$ cat src/rtl/game_flow_ctrl.sv
// game_flow_ctrl: top-level game sequencing for the maze game.
// Tracks the play phase, frame timers, candy count, score, lives and level,
// and drives per-enemy fright flags and respawn/level strobes.
// Optional feature macro: GAME_FLOW_FRIGHT_EN enables power-cookie fright mode
// (BLUE_GHOST_MODE, frightened flags, enemy eating). Undefined: power cookies
// only score and every enemy hit is fatal.

package game_flow_pkg;

  typedef enum logic [2:0] {
    LOADING,
    READY,
    GAME_PLAY,
    BLUE_GHOST_MODE,
    FAIL,
    WIN,
    FINISH
  } game_mode_t;

  typedef enum logic [2:0] {
    SOUND_LOADING,
    SOUND_READY,
    SOUND_GAME_PLAY,
    SOUND_FAIL,
    SOUND_WIN
  } sound_t;

endpackage

module game_flow_ctrl
  import game_flow_pkg::*;
#(
  parameter int unsigned NUM_ENEMIES    = 4,
  parameter int unsigned LIVES          = 3,
  parameter int unsigned CANDY_COUNT    = 244,
  parameter int unsigned LOADING_FRAMES = 60,
  parameter int unsigned DEATH_FRAMES   = 120,
  parameter int unsigned WIN_FRAMES     = 120,
  parameter int unsigned FRIGHT_FRAMES  = 360,
  parameter int unsigned SCORE_W        = 16
) (
  input  logic                   vga_pix_clk,
  input  logic                   rst,
  input  logic                   frame_stb,
  input  logic                   any_btn,
  input  logic                   ate_candy_stb,
  input  logic                   ate_power_stb,
  input  logic [NUM_ENEMIES-1:0] enemy_hit,
  output game_mode_t             mode,
  output sound_t                 sound_type,
  output logic                   move_en,
  output logic [NUM_ENEMIES-1:0] frightened,
  output logic [NUM_ENEMIES-1:0] enemy_eaten_stb,
  output logic                   respawn_stb,
  output logic                   level_clear_stb,
  output logic [SCORE_W-1:0]     score,
  output logic [2:0]             lives,
  output logic [3:0]             level
);

  localparam int unsigned MaxLd     = (LOADING_FRAMES > DEATH_FRAMES) ? LOADING_FRAMES
                                                                      : DEATH_FRAMES;
  localparam int unsigned MaxWf     = (WIN_FRAMES > FRIGHT_FRAMES) ? WIN_FRAMES : FRIGHT_FRAMES;
  localparam int unsigned MaxFrames = (MaxLd > MaxWf) ? MaxLd : MaxWf;
  localparam int unsigned TimerW    = $clog2(MaxFrames + 1);
  localparam int unsigned CandyW    = $clog2(CANDY_COUNT + 1);

  game_mode_t             mode_q, mode_d;
  sound_t                 sound_q, sound_d;
  logic [TimerW-1:0]      timer_q, timer_d;
  logic [CandyW-1:0]      candy_q, candy_d;
  logic [1:0]             k_q, k_d;
  logic [SCORE_W-1:0]     score_q, score_d;
  logic [2:0]             lives_q, lives_d;
  logic [3:0]             level_q, level_d;
  logic [NUM_ENEMIES-1:0] fright_q, fright_d;
  logic [NUM_ENEMIES-1:0] eaten_q, eaten_d;
  logic                   respawn_q, respawn_d;
  logic                   clear_q, clear_d;
  logic                   move_en_q, move_en_d;

  logic                   fatal;
  logic                   restart;
  logic [31:0]            add;
  logic [SCORE_W+31:0]    score_sum;
`ifdef GAME_FLOW_FRIGHT_EN
  logic [NUM_ENEMIES-1:0] eat_hit;
`endif

  function automatic sound_t sound_of(input game_mode_t m);
    sound_t s;
    unique case (m)
      LOADING:                    s = SOUND_LOADING;
      READY:                      s = SOUND_READY;
      GAME_PLAY, BLUE_GHOST_MODE: s = SOUND_GAME_PLAY;
      WIN:                        s = SOUND_WIN;
      default:                    s = SOUND_FAIL;
    endcase
    return s;
  endfunction

  // Next-state, scoring and strobe generation; event precedence is
  // level completion > fatal hit > eaten hit > power cookie > fright timeout.
  always_comb begin
    mode_d    = mode_q;
    timer_d   = timer_q;
    candy_d   = candy_q;
    k_d       = k_q;
    lives_d   = lives_q;
    level_d   = level_q;
    fright_d  = fright_q;
    eaten_d   = '0;
    respawn_d = 1'b0;
    clear_d   = 1'b0;
    fatal     = 1'b0;
    restart   = 1'b0;
    add       = 32'd0;
    score_sum = '0;
`ifdef GAME_FLOW_FRIGHT_EN
    eat_hit   = '0;
`endif
    move_en_d = frame_stb && ((mode_q == GAME_PLAY) || (mode_q == BLUE_GHOST_MODE));

    unique case (mode_q)
      LOADING: begin
        if (frame_stb && (timer_q == TimerW'(LOADING_FRAMES - 1))) mode_d = READY;
      end
      READY: begin
        if (any_btn) mode_d = GAME_PLAY;
      end
      GAME_PLAY, BLUE_GHOST_MODE: begin
        if (ate_candy_stb) begin
          candy_d = candy_q + CandyW'(1);
          add     = add + 32'd1;
        end
        if (ate_power_stb) add = add + 32'd5;
        // Outside fright mode fright_q is all zero, so any hit is fatal.
        fatal = |(enemy_hit & ~fright_q);
        if (ate_candy_stb && (candy_q == CandyW'(CANDY_COUNT - 1))) begin
          mode_d = WIN;
        end else if (fatal) begin
          mode_d = FAIL;
        end else begin
`ifdef GAME_FLOW_FRIGHT_EN
          eat_hit = enemy_hit & fright_q;
          // Simultaneous eats are scored in index order, each with its own k.
          for (int unsigned i = 0; i < NUM_ENEMIES; i++) begin
            if (eat_hit[i]) begin
              eaten_d[i]  = 1'b1;
              fright_d[i] = 1'b0;
              add         = add + (32'd20 << k_d);
              if (k_d != 2'd3) k_d = k_d + 2'd1;
            end
          end
          if (!(|eat_hit) && ate_power_stb) begin
            mode_d   = BLUE_GHOST_MODE;
            fright_d = '1;
            k_d      = 2'd0;
            restart  = 1'b1;
          end
`endif
          if ((mode_q == BLUE_GHOST_MODE) && !restart && frame_stb &&
              (timer_q == TimerW'(FRIGHT_FRAMES - 1))) begin
            mode_d = GAME_PLAY;
          end
        end
      end
      FAIL: begin
        if (frame_stb && (timer_q == TimerW'(DEATH_FRAMES - 1))) begin
          lives_d = lives_q - 3'd1;
          if (lives_q == 3'd1) begin
            mode_d = FINISH;
          end else begin
            mode_d    = READY;
            respawn_d = 1'b1;
          end
        end
      end
      WIN: begin
        if (frame_stb && (timer_q == TimerW'(WIN_FRAMES - 1))) begin
          mode_d    = READY;
          level_d   = level_q + 4'd1;
          candy_d   = '0;
          clear_d   = 1'b1;
          respawn_d = 1'b1;
        end
      end
      FINISH: begin
      end
      default: mode_d = LOADING;
    endcase

    if (mode_d != BLUE_GHOST_MODE) fright_d = '0;

    if ((mode_d != mode_q) || restart) begin
      timer_d = '0;
    end else if (frame_stb) begin
      timer_d = timer_q + TimerW'(1);
    end

    score_sum = {32'd0, score_q} + {{SCORE_W{1'b0}}, add};
    if (|score_sum[SCORE_W+31:SCORE_W]) begin
      score_d = '1;
    end else begin
      score_d = score_sum[SCORE_W-1:0];
    end

    sound_d = sound_of(mode_d);
  end

  // State and output registers with synchronous reset.
  always_ff @(posedge vga_pix_clk) begin
    if (rst) begin
      mode_q    <= LOADING;
      sound_q   <= SOUND_LOADING;
      timer_q   <= '0;
      candy_q   <= '0;
      k_q       <= 2'd0;
      score_q   <= '0;
      lives_q   <= 3'(LIVES);
      level_q   <= 4'd0;
      fright_q  <= '0;
      eaten_q   <= '0;
      respawn_q <= 1'b0;
      clear_q   <= 1'b0;
      move_en_q <= 1'b0;
    end else begin
      mode_q    <= mode_d;
      sound_q   <= sound_d;
      timer_q   <= timer_d;
      candy_q   <= candy_d;
      k_q       <= k_d;
      score_q   <= score_d;
      lives_q   <= lives_d;
      level_q   <= level_d;
      fright_q  <= fright_d;
      eaten_q   <= eaten_d;
      respawn_q <= respawn_d;
      clear_q   <= clear_d;
      move_en_q <= move_en_d;
    end
  end

  assign mode            = mode_q;
  assign sound_type      = sound_q;
  assign move_en         = move_en_q;
  assign frightened      = fright_q;
  assign enemy_eaten_stb = eaten_q;
  assign respawn_stb     = respawn_q;
  assign level_clear_stb = clear_q;
  assign score           = score_q;
  assign lives           = lives_q;
  assign level           = level_q;

endmodule
$ cat config.mk
export PLATFORM = sky130hd
export DESIGN_NAME = game_flow_ctrl
export DESIGN_NICKNAME = d
export VERILOG_FILES = /design/src/rtl/game_flow_ctrl.sv
export SDC_FILE = /design/constraint.sdc
export NUM_CORES = 1
export LEC_CHECK = 0
export ABC_AREA = 0
export CAP_MARGIN = 5
export CORE_AREA = 2 2 57 98
export CTS_CLUSTER_SIZE = 28
export DETAILED_ROUTE_END_ITERATION = 8
export DIE_AREA = 0 0 59 100
export HOLD_SLACK_MARGIN = 0.03
export PLACE_DENSITY = 0.76
export SLEW_MARGIN = 20
export SYNTH_ARGS = -nofsm -noshare
export SYNTH_HDL_FRONTEND = slang
export SYNTH_SLANG_ARGS = --single-unit
$ cat constraint.sdc
create_clock -name vga_pix_clk -period 3.85 [get_ports vga_pix_clk]
set_input_delay 1.155 -clock vga_pix_clk [delete_from_list [all_inputs] [get_ports vga_pix_clk]]
set_output_delay 1.155 -clock vga_pix_clk [all_outputs]
set_load 0.01 [all_outputs]
Word level (Yosys, flattened, before mapping)
Index checks and enable logic that the tools add are counted.
Storage, ports and cells
  register bits after elaboration: 49
  bits of input ports: 10
  output and inout port bits: 40
  word-level logic and storage cells: 76
Cells by class
  $add $sub $neg: 6
  eq/ne operators: 18
  muxes and demuxes: 22
  bitwise operators: 1
  reductions and logical operators: 19
Operators with widths (count)
  two-way mux 32 bit: 3
  adder 16 x 32 -> 33 bit: 1
  adder 32 x 3 -> 32 bit (second input constant): 1
  OR reduction 32 bit: 1
  two-way mux 3 bit: 8
  case mux 3 bit (6 select lines): 1
  two-way mux 16 bit: 1
  two-way mux 8 bit: 2
  case mux 8 bit (2 select lines): 1
  equality test 3 x 2 -> 1 bit (second input constant): 4
  equality test 3 bit (second input constant): 4
  case mux 3 bit (4 select lines): 1
  adder 9 x 1 -> 9 bit (second input constant): 1
  equality test 3 x 1 -> 1 bit (second input constant): 3
  equality test 9 x 6 -> 1 bit (second input constant): 1
  equality test 9 x 7 -> 1 bit (second input constant): 1
  equality test 9 bit (second input constant): 1
  adder 8 x 1 -> 8 bit (second input constant): 1
  equality test 8 bit (second input constant): 1
  OR reduction 2 bit: 4
  logical AND 1 bit: 6
  logical NOT 3 bit: 2
  adder 4 x 1 -> 4 bit (second input constant): 1
  two-way mux 1 bit: 4
  other kinds (10): 12

Longest topological paths before layout
  word-level depth: 10
  depth in mapped cells: 13

Worst setup path after synthesis
OpenSTA, ideal clock, no wires.
  path type: input -> register
  from: in ate_candy_stb
  to: reg score_q[10], in the netlist score[10]
  library setup time: 70 ps
  arrival time: 3314 ps
  required time: 3780 ps
  setup slack: 466 ps
  cell stages on the path: 12
  path through: ha_1 and2_1 ha_1 inv_1 fa_1 nor2b_1 nor2_1 or3_1 nor2_1 nand3_1 clkbuf_1 a21oi_1
Between the ends
  cells in the longest elaborated chain, start to end: 8
Ends and longest elaborated chain
  from (decl): line 46  | input logic ate_candy_stb,
  two-way mux 1 bit (*): line 132  | if (ate_candy_stb) begin
  two-way mux 32 bit (*): line 124  | unique case (mode_q)
  adder 32 x 3 -> 32 bit: line 136  | if (ate_power_stb) add = add + 32'd5;
  two-way mux 32 bit (*): line 136
  two-way mux 32 bit (*): line 124
  adder 16 x 32 -> 33 bit (*): line 201  | score_sum = {32'd0, score_q} + {{SCORE_W{1'b0}}, add};
  OR reduction 32 bit: line 202  | if (|score_sum[SCORE_W+31:SCORE_W]) begin
  two-way mux 16 bit (*): line 202
  to (signal assigned): line 233  | score_q <= score_d;
  to (decl): line 73  | logic [SCORE_W-1:0] score_q, score_d;
Mark *: on every way between the ends. The rest lies on a longest branch, timed or not. The select of a mux whose other input is x is not followed.
A chain may end at the register's enable or synchronous reset.

Worst setup path after layout
  from: in ate_candy_stb
  to: reg score_q[11], in the netlist score[11]
The elaborated chain is that of the path after synthesis.

==> results.cfg <==
[run_status]
status = finished clean

[yosys]
synth-seq-cells = 49
yosysWarnings = 0
synthDistinctLibCells = 46
async_flop_share_pct = 0
syn_inst = 278
seq_area_frac_synth_pct = 39.8
avgSynthCellArea_um2 = 8.88
synth_top_flop_cell = dfxtp_1
synth_area_um2 = 2470
synth_edf_count = 0

[clock_tree]
post_cts_buffers = 0
max-clock-path-buffers = 2
cts.reportedPaths.clkPinSlew_ns = 0.09
cts_inserted_buffers = 5
cts.sinks = 49
h-tree-depth = 2
cts_resized = 0
cts_hold_buf = 0
root_buffer = clkbuf_8
insertion_delay_ns = 0.30
tritoncts = built

[final_layout]
nets = 344
mostFrequentLayoutCells = dfxtp_1 (49), clkdlybuf4s50_1 (41), nor2_1 (25)
n_antenna_cell = 0
final_common_cell = dfxtp_1
syn_to_final_growth_pct = 23.1
drive_gt1_share_pct = 8.00
fin_util_pct = 58.8

[worst_hold_path]
worstHoldPathCells = 2
hold_class = register to register

[global_routing]
grt_first_pass_wirelength_um = 8810
grt_use_total_pct = 19.1
grt_overflow = 0
grt_pass1_vias = 1978
antenna_found_initial = 0
grt_start_max_net_pins = 33

[timing]
finalCritPeriodShare_pct = 92.5
period_needed_ns = 3.56
report.final.slew_viol_count = 0
max_freq_mhz = 281
holdWs_ns = 0.483
report.final.setup_viol = 0
hold_viol = 0
worst_clock_skew_ns = 0.0127
rsz0062_at_grt = no
slew_headroom_pct = 66.3
worst_pin_slew_ns = 0.505

[drt]
firstDrtPassIters = 4
routed_wl_um = 5220
wl_per_cell_um = 13.7
vias_per_cell = 5.41
num_vias = 2056
drc = 0
dr.first_iter.drc_count = 85
antenna_left = 0

[setup_path]
slowest_stage = clkdlybuf4s50_1
crit_chain = clkdlybuf4s50_1 > ha_1 > and2_1 > ha_1 > inv_1 > fa_1 > nor2b_1 > nor2_1 > or3_1 > nor2_1 > nand3_1 > buf_4 > a21oi_1
critPathKind = primary input to register
cp_max_fo = 8
cp_num_buf_inv = 3
slowest_delay_ns = 0.45
end_kind = register
cp.depth = 13
required_ns = 4.09
critPathLaunchType = primary input
ff2ff_path_depth = 12
cp_data_arrival_time_ns = 3.80
cpLargestDelayFamily = simple AND/OR/NAND/NOR gates

[placed_design]
dp_hpwl_um = 3910
portBuffers = 41
gp_congestion = 0.871

[floorplan]
die-area_um2 = 5900
die-height_um = 100
row_count = 35
initial_core_util_pct = 47.7
ios = 50
core_region_area_um2 = 5170
dieWidth_um = 59

[power_and_ir_drop]
ir_drop_mv = 0.196
p_per_area_nw_per_um2 = 290
cellLeakagePower_nw = 1.20

[job]
max_cap_viol_count = 0
[cell usage after synthesis, types with 2 or more instances]
| master | count | area (µm²) |
|---|---|---|
| nor2b_1 | 5 | 31.3 |
| nand2b_1 | 7 | 43.8 |
| and3_1 | 5 | 31.3 |
| and2_1 | 4 | 25.0 |
| or3_1 | 2 | 12.5 |
| ha_1 | 9 | 113 |
| o21ai_0 | 7 | 35.0 |
| nor4_1 | 4 | 25.0 |
| nand4_1 | 9 | 56.3 |
| xnor2_1 | 10 | 87.6 |
| mux2i_1 | 4 | 40.0 |
| inv_1 | 10 | 37.5 |
| dfxtp_1 | 49 | 981 |
| a21oi_1 | 22 | 110 |
| xor2_1 | 20 | 175 |
| nor2_1 | 25 | 93.8 |
| buf_2 | 2 | 10.0 |
| nand2_1 | 16 | 60.1 |
| clkbuf_1 | 7 | 26.3 |
| buf_4 | 8 | 60.1 |
| nor3_1 | 15 | 75.1 |
| nand3_1 | 14 | 70.1 |
[path summary, 6_finish.rpt]
check,startpoint,end,slack (ns)
setup / recovery,ate_candy_stb,score[11]$_SDFF_PP0_,0.29
hold / removal,candy_q[1]$_SDFFE_PP0P_,candy_q[1]$_SDFFE_PP0P_,0.48
setup reg to reg,mode[1]$_SDFF_PP0_,score[11]$_SDFF_PP0_,1.11
hold reg to reg,candy_q[1]$_SDFFE_PP0P_,candy_q[1]$_SDFFE_PP0P_,0.48
[logic make-up after synthesis]
| kind of cell | count (synthesis) | synth area share (%) |
|---|---|---|
| mux | 5 | 2.08 |
| xor+xnor | 31 | 11.3 |
| buf+inv | 28 | 5.88 |
| other cells | 1 | 0.152 |
| flops | 49 | 39.8 |
| compound gates | 36 | 8.87 |
| fa+ha+maj | 10 | 5.38 |
| simple gates | 118 | 26.6 |
[registers in the layout, indices dropped and copies added (netlist names)]
name             flops
mode                 3
level_clear_stb      1
respawn_stb          1
score               16
level                4
timer_q              9
sound_type           3
lives                3
candy_q              8
move_en              1
[metal layers]
metal  global-route usage (%)  up-vias  part of all wire, %
met5                        0        -                    0
met3                     2.71        9                  2.9
met2                     34.7       43                   55
met1                     21.4      966                   40
met4                     8.04        0                  1.9
li1                         -     1038                    -
[where the power goes]
part | leakage, nW | switching [W] | internal, W
Combinational | 0.746 | 0.0000198 | 0.0000161
Clock | 0.0549 | 0.000169 | 0.000166
Sequential | 0.395 | 0.00000230 | 0.000509
Total | 1.20 | 0.000191 | 0.000691
[cell type report]
type | instances | area, µm²
clock buffer | 7 | 96.3
sequential | 49 | 981
timing repair buffer | 50 | 478
inverter | 10 | 37.5
tap | 55 | 68.8
clock inverter | 1 | 8.76
fill | 485 | 2130
multi-input combinational | 208 | 1370
[worst reg2reg max path, stage by stage, from the launching register on]
cell	delay (ns)
dfxtp_1	0.50
nor2b_1	0.23
and2_1	0.15
ha_1	0.16
inv_1	0.05
fa_1	0.39
nor2b_1	0.15
nor2_1	0.07
or3_1	0.39
nor2_1	0.15
nand3_1	0.12
buf_4	0.19
a21oi_1	0.13
[metrics by stage]
stage               std cells  area [µm²]  TNS (ns)  total power [W]  setup slack, ns
global route              380        3040         0         0.000913           0.0501
finish                    380        3040         0         0.000882            0.290
CTS                       380        3040         0         0.000894            0.269
global placement          372        2930         0         0.000558           0.0211
detailed placement        372        2930    -0.294         0.000559          -0.0402
floorplan                 285        2490         0         0.000549            0.466
Power figures use the tool's default switching activity.
